--- config.mk ---
export PLATFORM = sky130hd
export DESIGN_NAME = if_fifo
export DESIGN_NICKNAME = d
export VERILOG_FILES = /design/src/rtl/if_fifo.sv
export SDC_FILE = /design/constraint.sdc
export NUM_CORES = 1
export LEC_CHECK = 0
export CORE_AREA = 5 5 183 203
export CTS_CLUSTER_SIZE = 16
export DETAILED_ROUTE_END_ITERATION = 12
export DIE_AREA = 0 0 188 208
export GPL_ROUTABILITY_DRIVEN = 0
export PLACE_DENSITY = 0.55
export SYNTH_ARGS = -nofsm -noshare
export SYNTH_HDL_FRONTEND = slang
export SYNTH_SLANG_ARGS = --single-unit
--- constraint.sdc ---
create_clock -name clk -period 8.72 [get_ports clk]
set_input_delay 1.744 -clock clk [delete_from_list [all_inputs] [get_ports clk]]
set_output_delay 1.744 -clock clk [all_outputs]
set_load 0.01 [all_outputs]
--- src/rtl/if_fifo.sv ---
// Instruction fetch queue between the fetch stage and decode.
// It buffers (pc, instruction) pairs and hands them to decode in order
// over a valid/ready handshake. It asserts back-pressure toward the PC
// stage through almost_full_o and empties in one cycle on a flush.
// Optional feature: define IF_FIFO_BYPASS_EN to pass an offered entry
// straight to decode in the same cycle when the queue is empty.
module if_fifo #(
   parameter int DEPTH = 4,
   parameter int PTR_W = 2
) (
   input  logic             clk,
   input  logic             rst,
   input  logic             if_valid_i,
   input  logic [31:0]      if_pc_i,
   input  logic [31:0]      if_inst_i,
   input  logic             flush_i,
   input  logic             id_ready_i,
   output logic             id_valid_o,
   output logic [31:0]      id_pc_o,
   output logic [31:0]      id_inst_o,
   output logic             almost_full_o,
   output logic [PTR_W:0]   count_o,
   output logic             ovf_o
);

   localparam logic [PTR_W:0]   FULL_LVL = (PTR_W+1)'(DEPTH);
   localparam logic [PTR_W:0]   AF_LVL   = (PTR_W+1)'(DEPTH - 1);
   localparam logic [PTR_W:0]   CNT_ONE  = (PTR_W+1)'(1);
   localparam logic [PTR_W-1:0] PTR_ONE  = PTR_W'(1);

   logic [PTR_W-1:0] wr_ptr;
   logic [PTR_W-1:0] rd_ptr;
   logic [PTR_W:0]   count;
   logic             ovf;

   logic [31:0]      mem_pc   [DEPTH];
   logic [31:0]      mem_inst [DEPTH];

   logic             empty;
   logic             full;
   logic             bypass;
   logic             head_vld;
   logic             pop;
   logic             push;
   logic             wr_en;
   logic             rd_en;
   logic             drop;

   assign empty = (count == '0);
   assign full  = (count == FULL_LVL);

   // Handshake decode: what moves into and out of storage this cycle.
   always_comb begin
      bypass = 1'b0;
`ifdef IF_FIFO_BYPASS_EN
      // Reset is included so that every output reads 0 while rst is high.
      bypass = empty & if_valid_i & ~flush_i & ~rst;
`endif
      head_vld = ~empty | bypass;
      pop      = head_vld & id_ready_i;
      push     = if_valid_i & ~flush_i & (~full | pop);
      // A bypassed entry that decode takes at once never touches storage.
      wr_en    = push & ~(bypass & id_ready_i);
      rd_en    = pop & ~empty;
      drop     = if_valid_i & ~flush_i & full & ~pop;
   end

   // Head presentation: the bypassed input, the stored head entry, or NOP.
   always_comb begin
      id_valid_o = head_vld;
      id_pc_o    = '0;
      id_inst_o  = '0;
      if (bypass) begin
         id_pc_o   = if_pc_i;
         id_inst_o = if_inst_i;
      end else if (!empty) begin
         id_pc_o   = mem_pc[rd_ptr];
         id_inst_o = mem_inst[rd_ptr];
      end
   end

   assign count_o       = count;
   assign almost_full_o = (count >= AF_LVL);
   assign ovf_o         = ovf;

   // Control state: pointers, occupancy and the sticky overflow flag.
   always_ff @(posedge clk or posedge rst) begin
      if (rst) begin
         wr_ptr <= '0;
         rd_ptr <= '0;
         count  <= '0;
         ovf    <= 1'b0;
      end else if (flush_i) begin
         wr_ptr <= '0;
         rd_ptr <= '0;
         count  <= '0;
         ovf    <= 1'b0;
      end else begin
         if (wr_en) wr_ptr <= wr_ptr + PTR_ONE;
         if (rd_en) rd_ptr <= rd_ptr + PTR_ONE;
         case ({wr_en, rd_en})
            2'b10:   count <= count + CNT_ONE;
            2'b01:   count <= count - CNT_ONE;
            default: count <= count;
         endcase
         if (drop) ovf <= 1'b1;
      end
   end

   // Entry storage: data only, never reset; contents are qualified by count.
   always_ff @(posedge clk) begin
      if (wr_en) begin
         mem_pc[wr_ptr]   <= if_pc_i;
         mem_inst[wr_ptr] <= if_inst_i;
      end
   end

endmodule

==> metrics.txt, run 1 <==
final core utilization=37.4%; crit path capture type=primary output; layout cells sized above 1=18.3%; Root Driver=clkbuf_16; synthesis-stage register bit count=264; CP Data Required Time=6.98 ns; fill cell count=3196; Area Overhead vs Synth=26.7%; sequential area share after synthesis=76.8%; pin count of the biggest net entering global routing=66; Internal Power=2.49 mW; CTS tree=done; EDFF count, synth=256; height of the die=208 microns; switch share=22.2%; Setup Total Neg Slack=0 ns; DP Worst Slack=3.98 ns; GRT Util Overall=10.9%; drt wl/cell=20.1 microns; syn avg cell area=21.8 sq um; Synth Flop Type=edfxtp_1; final WL=21.6 mm; placed cell areas=12100 sq um; CTS H-tree lvls=1; Clock power frac=38.3%; I/O Pins=139; worst min-delay path startpoint=wr_ptr[0]; post-DR vias/cell=4.55; hold buffer count at cts=0; vias=4877; Post-Syn Nets=546; CTS buffer count=27; status=complete, no violations; Max-Cap Viols=0; fmax=0.195 GHz; Hold Path Class=flop to flop; ANT nets after route=0; setup repair bufs after CTS=0; min cycle time layout=5.14 ns; # nets final=687; Mapped Area=10300 sq um; # DRC=0; Initial Util=29.5%; fin. max-slew vios=0; diodes inserted=0; fraction of registers with async set/reset=3.03%; Psw=0.711 mW; clk slew on worst S/H paths=0.07 ns; final setup fails=0; Pleak=4.08 nW; Initial DRC Count=242; Gate Count Post-Synth=472; vias in the first global route=5576; final hold viol count=0; crit path DAT=3.40 ns; dpl hpwl=12.0 mm; GRT overflow=0; Comb pwr share=15.5%; first-pass GRT wire length=33.7 mm; peak supply drop=106 uV; Clock Path Buffers=3; fin crit share=59.0%; row cnt=72; Design Area, Final=13000 sq um; initial antenna violation count=1; critical path class=flop to primary output; Yosys cell types=35; Flop pwr share=46.2%; Yosys warning total=0; Worst Clk Skew=0.0117 ns; Post-CTS Resized=0; IO buf count=138; pin slew with the least headroom to its limit=1.18 ns; die area=39100 sq um; Die Wd=188 microns; R2R Path Start=count_o[0]; Slew HR=21.4%; CTS Sinks=264; DR pass1 iterations=6; Crit. Startpoint=rd_ptr[0]; P per Cell Area=246 nW/um^2; core region area=34800 sq um; RSZ-0062 raised after global routing=no; clock latency on the worst-skew pair=0.52 ns; Tot Pwr=3.20 mW; final worst setup slack=3.58 ns; crit-path max FO=50; CP Launch Type=flop
worst max-delay path, cell delays in order, from the launching register on:
cell and delay, ns:
dfrtp_4 0.64, buf_4 0.91, mux4_2 0.60, and2_1 0.19, clkdlybuf4s50_1 0.49
registers in the layout, indices dropped and copies added (netlist names):
| name | cells |
|---|---|
| wr_ptr | 2 |
| count_o | 3 |
| rd_ptr | 2 |
| mem_pc | 128 |
| ovf_o | 1 |
| mem_inst | 128 |
cell usage after synthesis, types with 3 or more instances:
cell	instances	area, sq um
ha_1	4	50.1
clkbuf_2	5	25.0
xor2_1	3	26.3
and2_1	68	425
edfxtp_1	256	7690
dfrtp_1	8	200
mux4_2	64	1440
nor2_1	5	18.8
inv_1	8	30.0
buf_6	5	56.3
clkbuf_1	5	18.8
a21oi_1	3	15.0
buf_2	10	50.1
cell families after synthesis:
group | Yosys count | share of synthesized area, %
DFF | 264 | 76.8
AOI/OAI and AO/OA | 14 | 1.13
muxes | 66 | 14.2
buffers and inverters | 35 | 1.90
xor gates and xnor gates | 4 | 0.341
adders and majority gates | 5 | 0.682
and+or+nand+nor | 84 | 4.94
cell usage in the layout (no fill, tap or decap), types with 4 or more instances in the layout:
master,instances
edfxtp_1,256
clkbuf_16,27
bufinv_16,7
mux4_2,64
inv_1,8
and2_1,64
nor2_1,5
ha_1,4
and2_4,4
clkdlybuf4s50_1,138
dfrtp_1,6
through the flow:
stage	hold WS, ns	instances
after floorplan	0.503	472
after global placement	0.495	1028
after detailed placement	0.520	1028
after CTS	0.543	1073
after global routing	0.572	1073
final	0.551	1073
final timing paths:
| path | slack [ns] | cells after the start | end |
|---|---|---|---|
| max in group asynchronous | 6.86 | 2 | rd_ptr[1] |
| worst min register to register | 0.55 | 1 | wr_ptr[0] |
| worst max-delay path | 3.58 | 4 | id_pc_o[28] |
| min in group asynchronous | 1.53 | 2 | ovf_o |
| worst min-delay path | 0.55 | 1 | wr_ptr[0] |
| worst max register to register | 6.07 | 3 | mem_pc[0][9] |
power groups by stage:
stage | clock network, mW | logic, mW | registers, mW
2_1_floorplan | 0 | 0.286 | 1.48
3_3_place_gp | 0 | 0.502 | 1.50
3_5_place_dp | 0 | 0.511 | 1.51
4_1_cts | 1.26 | 0.513 | 1.48
5_1_grt | 1.32 | 0.537 | 1.48
6_report | 1.23 | 0.496 | 1.48
metal layers:
layer,vias up,GRT usage (%),part of all wire [%]
met5,-,0,0.051
met4,2,2.30,1.5
met3,29,2.45,4.8
met2,117,18.6,50
met1,2547,14.3,44
li1,2182,-,-
final cells by class:
cell class	instances	area [sq um]	share of cell area, %
Sequential cell	264	7900	60.7
Multi-Input combinational cell	173	2200	16.9
Tap cell	444	556	4.27
Inverter	8	30.0	0.231
Clock inverter	15	256	1.97
Clock buffer	30	687	5.28
Timing Repair Buffer	139	1390	10.7
Power figures use the tool's default switching activity.
==> run 2: changes to the inputs <==
clock period = 4.9 ns   (was 8.72 ns; I/O delays follow)
==> run 2 against run 1 <==
Effect of this change: power is 76% higher; count of clock-buffer cells in the layout is 1 lower; register-to-register slack worse by 3.8 ns; setup slack worse by 2.7 ns; critical path depth stayed put; core utilization hardly changed; via count is 0.70% higher; die area stayed put; cell count is 0.28% higher; combinational power is 74% higher; largest cell class unchanged; highest routed layer unchanged.
==> metrics.txt, run 2 (synthesis results as in run 1) <==
Comb pwr share=15.4% (was 15.5%); Pleak=4.08 nW (about the same); cell family with most CP delay=flip-flops (was buffers and inverters); Die Wd=188 microns (unchanged); setup slack, reg-to-reg=2.31 ns (was 6.07 ns); Hold Path Class=flop to flop (unchanged); peak supply drop=227 uV (was 106 uV); # nets final=687 (unchanged); R2R Path Start=count_o[0] (unchanged); CTS tree=done (unchanged); final worst setup slack=0.833 ns (was 3.58 ns); crit path DAT=3.09 ns (was 3.40 ns); first-pass GRT wire length=32.9 mm (was 33.7 mm); cell count of the worst reg-to-reg path=3 (unchanged); CTS Sinks=264 (unchanged); Flop pwr share=47.1% (was 46.2%); Non-Filler Instances=1076 (was 1073); final WL=21.4 mm (was 21.6 mm); critical path class=flop to primary output (unchanged); CP Cell Sequence=buf_12, mux4_2, and2_1, clkdlybuf4s50_1 (was buf_4, mux4_2, and2_1, clkdlybuf4s50_1); CP Data Required Time=3.92 ns (was 6.98 ns); Max-Cap Viols=0 (unchanged); fin crit share=83.0%; IO buf count=138 (unchanged); CTS H-tree lvls=1 (unchanged); hold buffer count at cts=0 (unchanged); post-DR vias/cell=4.56 (was 4.55); core region area=34800 sq um (unchanged); final hold viol count=0 (unchanged); worst path buffer plus inverter count=2 (unchanged); Setup Total Neg Slack=0 ns (unchanged); DP Worst Slack=1.28 ns (was 3.98 ns); Slowest-stage cell, CP=dfrtp_4 (was buf_4); dpl hpwl=12.5 mm (was 12.0 mm); placed cells=1028 (unchanged); Post-CTS Resized=0 (unchanged); initial antenna violation count=4 (was 1); CP Launch Type=flop (unchanged); CTS buffer count=27 (unchanged); Initial Util=29.5% (unchanged); Clock power frac=37.5% (was 38.3%); min cycle time layout=4.07 ns; Worst Hold End=ovf_o (was wr_ptr[0]); pin count of the biggest net entering global routing=66 (unchanged); Root Driver=clkbuf_16 (unchanged); layout cells sized above 1=18.5% (was 18.3%); switch share=22.7% (was 22.2%); Worst Clk Skew=0.0246 ns (was 0.0117 ns); # DRC=0 (unchanged); vias in the first global route=5615 (was 5576); Area Overhead vs Synth=26.6% (was 26.7%); die area=39100 sq um (unchanged); Slew HR=28.9% (was 21.4%); Tot Pwr=5.62 mW (was 3.20 mW); r2r endpoint=mem_inst[2][23] (was mem_pc[0][9]); height of the die=208 microns (unchanged); vias=4911 (was 4877); CP max stage delay=0.86 ns (was 0.91 ns); fin. max-slew vios=0 (unchanged); crit-path max FO=36 (was 50); Hold Path Depth=2 (was 1); clock latency on the worst-skew pair=0.53 ns (was 0.52 ns); DR pass1 iterations=4 (was 6); Clock Path Buffers=3 (unchanged); ANT nets after route=0 (unchanged); RSZ-0062 raised after global routing=no (unchanged); commonest non-fill, non-tap cells in the layout=edfxtp_1 (256), clkdlybuf4s50_1 (138), mux4_2 (64), and2_1 (64), clkbuf_16 (27) (unchanged); setup repair bufs after CTS=0 (unchanged); Internal Power=4.34 mW (was 2.49 mW); Initial DRC Count=185 (was 242); clk slew on worst S/H paths=0.07 ns (about the same); Psw=1.28 mW (was 0.711 mW); GRT overflow=0 (unchanged); GRT Util Overall=10.8% (was 10.9%); pin slew with the least headroom to its limit=1.07 ns (was 1.18 ns); P per Cell Area=432 nW/um^2 (was 246 nW/um^2); worst min-delay path startpoint=ovf_o (was wr_ptr[0]); crit path capture type=primary output (unchanged); commonest non-fill, non-tap cell in the layout=edfxtp_1 (unchanged); final setup fails=0 (unchanged); cell count along the critical path=4 (unchanged); final core utilization=37.4% (about the same); diodes inserted=0 (unchanged); row cnt=72 (unchanged); fmax=0.246 GHz; status=complete, no violations (unchanged); I/O Pins=139 (unchanged); drt wl/cell=19.8 microns (was 20.1 microns)
## run 2: metal layers
metal | vias up | global-route usage (%) | wire length [microns]
met1 | 2566 | 12.5 | 8420
li1 | 2181 | - | -
met4 | 8 | 2.71 | 410
met5 | - | 0 | 43
met2 | 117 | 19.5 | 11200
met3 | 39 | 3.13 | 1290
## run 2: worst max-delay path by stage
stage	from	end	slack (ns)
4_1_cts	rd_ptr[0]	id_inst_o[31]	0.71
2_1_floorplan	if_valid_i	mem_inst[0][0]	1.33
6_report	rd_ptr[0]	id_pc_o[27]	0.83
3_5_place_dp	if_valid_i	mem_inst[0][18]	1.28
5_1_grt	rd_ptr[0]	id_inst_o[0]	0.62
3_3_place_gp	rd_ptr[0]	id_inst_o[31]	1.33
## run 2: cell type report
class	count	area (sq um)
Clock buffer	29	683
Clock inverter	19	239
Fill cell	3201	21800
Inverter	8	30.0
Multi-Input combinational cell	173	2200
Sequential cell	264	7900
Tap cell	444	556
Timing Repair Buffer	139	1400
## run 2: metrics by stage
stage | hold WS, ns | instance area, sq um
after detailed placement | 0.487 | 12100
after global routing | 0.534 | 13000
final | 0.505 | 13000
after CTS | 0.502 | 13000
after global placement | 0.492 | 12100
after floorplan | 0.503 | 10300
## run 2: worst register-to-register path, cell delays in order (launching register included)
cell and delay [ns]:
dfrtp_1 0.58, nor2_1 0.20, a311oi_4 0.47, and2_4 0.91
## run 2: power by group through the flow
stage | combinational (mW) | clock [mW] | sequential (mW)
2_1_floorplan | 0.509 | 0 | 2.64
3_3_place_gp | 0.884 | 0 | 2.69
3_5_place_dp | 0.896 | 0 | 2.70
4_1_cts | 0.900 | 2.17 | 2.65
5_1_grt | 0.944 | 2.25 | 2.66
6_report | 0.865 | 2.11 | 2.65
==> run 3: changes to the inputs <==
clock period = 3.9 ns   (was 4.9 ns; I/O delays follow)
==> run 3 against run 2 <==
Effect of this change: cell area grew 0.46%; clock skew fell by 0.014 ns; register-to-register slack worse by 0.73 ns; largest power group unchanged.
==> metrics.txt, run 3 (synthesis results as in run 1) <==
cell family with most CP delay=buffers and inverters (was flip-flops); GRT Util Overall=10.7% (was 10.8%); Root Driver=clkbuf_16 (unchanged); Initial DRC Count=211 (was 185); Clock Path Buffers=3 (unchanged); CP Cell Sequence=buf_4, mux4_2, and2_1, clkdlybuf4s50_1 (was buf_12, mux4_2, and2_1, clkdlybuf4s50_1); final hold viol count=0 (unchanged); vias=4985 (was 4911); worst path buffer plus inverter count=2 (unchanged); layout cells sized above 1=18.7% (was 18.5%); post-DR vias/cell=4.59 (was 4.56); final setup fails=0 (unchanged); critical path class=flop to primary output (unchanged); Setup Total Neg Slack=0 ns (unchanged); final worst setup slack=0.396 ns (was 0.833 ns); CTS H-tree lvls=1 (unchanged); crit-path max FO=18 (was 36); core region area=34800 sq um (unchanged); dpl hpwl=13.2 mm (was 12.5 mm); pin count of the biggest net entering global routing=66 (unchanged); min cycle time layout=3.50 ns; # DRC=0 (unchanged); fin. max-slew vios=0 (unchanged); DP Worst Slack=0.634 ns (was 1.28 ns); fin crit share=89.8%; Initial Util=29.5% (unchanged); initial antenna violation count=1 (was 4); CP Launch Type=flop (unchanged); RSZ-0062 raised after global routing=no (unchanged); GRT overflow=0 (unchanged); Slowest-stage cell, CP=dfrtp_4 (unchanged); commonest non-fill, non-tap cells in the layout=edfxtp_1 (256), clkdlybuf4s50_1 (138), mux4_2 (64), and2_1 (64), clkbuf_16 (27) (unchanged); IO buf count=138 (unchanged); pin slew with the least headroom to its limit=0.679 ns (was 1.07 ns); P per Cell Area=520 nW/um^2 (was 432 nW/um^2); CP Data Required Time=3.12 ns (was 3.92 ns); CP max stage delay=0.68 ns (was 0.86 ns); Max-Cap Viols=0 (unchanged); clk slew on worst S/H paths=0.06 ns (was 0.07 ns); clock latency on the worst-skew pair=0.52 ns (was 0.53 ns); first-pass GRT wire length=32.9 mm (about the same); row cnt=72 (unchanged); hold buffer count at cts=0 (unchanged); # nets final=701 (was 687); commonest non-fill, non-tap cell in the layout=edfxtp_1 (unchanged); I/O Pins=139 (unchanged); diodes inserted=0 (unchanged); Hold Path Class=flop to flop (unchanged); drt wl/cell=19.8 microns (about the same); setup repair bufs after CTS=0 (unchanged); Non-Filler Instances=1087 (was 1076); height of the die=208 microns (unchanged); status=complete, no violations (unchanged); Area Overhead vs Synth=27.2% (was 26.6%); peak supply drop=384 uV (was 227 uV); Slew HR=54.7% (was 28.9%); Design Area, Final=13100 sq um (was 13000 sq um); vias in the first global route=5624 (was 5615); ANT nets after route=0 (unchanged); crit path DAT=2.72 ns (was 3.09 ns); DR pass1 iterations=4 (unchanged); Pleak=4.11 nW (was 4.08 nW); Die Wd=188 microns (unchanged); CTS buffer count=27 (unchanged); placed cells=1042 (was 1028); placed cell areas=12300 sq um (was 12100 sq um); fmax=0.285 GHz; Worst Clk Skew=0.0102 ns (was 0.0246 ns); crit path capture type=primary output (unchanged); die area=39100 sq um (unchanged); CTS tree=done (unchanged); final WL=21.5 mm (was 21.4 mm); Tot Pwr=6.80 mW (was 5.62 mW); Post-CTS Resized=0 (unchanged); CTS Sinks=264 (unchanged)
## run 3: path summary, 6_finish.rpt
check                               endpoint  startpoint  cells past startpoint  slack [ns]
worst max-delay path            id_inst_o[9]   rd_ptr[0]                      4        0.40
worst max register to register    count_o[2]  count_o[0]                      5        1.58
min in group asynchronous         count_o[0]         rst                      2        0.53
worst min-delay path                   ovf_o       ovf_o                      2        0.52
max in group asynchronous          rd_ptr[0]         rst                      2        3.07
worst min register to register         ovf_o       ovf_o                      2        0.52
## run 3: cell type report
type	count	area, sq um
Inverter	8	30.0
Sequential cell	264	7900
Timing Repair Buffer	153	1580
Tap cell	444	556
Fill cell	3188	21700
Clock inverter	12	100
Multi-Input combinational cell	173	2210
Clock buffer	33	698
## run 3: tightest hold or removal path: stages (launching register included)
cell and delay (ns):
dfrtp_1 0.35, a31oi_1 0.05, nor2_1 0.08
## run 3: stage by stage
stage                     hold slack, ns  util [%]
after floorplan                    0.503         -
after CTS                          0.503      37.6
after global placement             0.505      35.3
final                              0.518      37.6
after detailed placement           0.492      35.3
after global routing               0.541      37.6
## run 3: power by group
part	switching [mW]	internal [mW]	total, mW	leakage (nW)
Clock	0.966	1.38	2.35	0.388
Sequential	0.0662	3.23	3.30	2.43
Combinational	0.503	0.645	1.15	1.29
Total	1.54	5.26	6.80	4.11
## run 3: routing by layer
layer	vias up	routed length [microns]	track usage [%]
li1	2205	-	-
met1	2605	8650	13.0
met2	131	11300	19.4
met3	42	1120	2.48
met4	2	416	2.61
met5	-	13	0
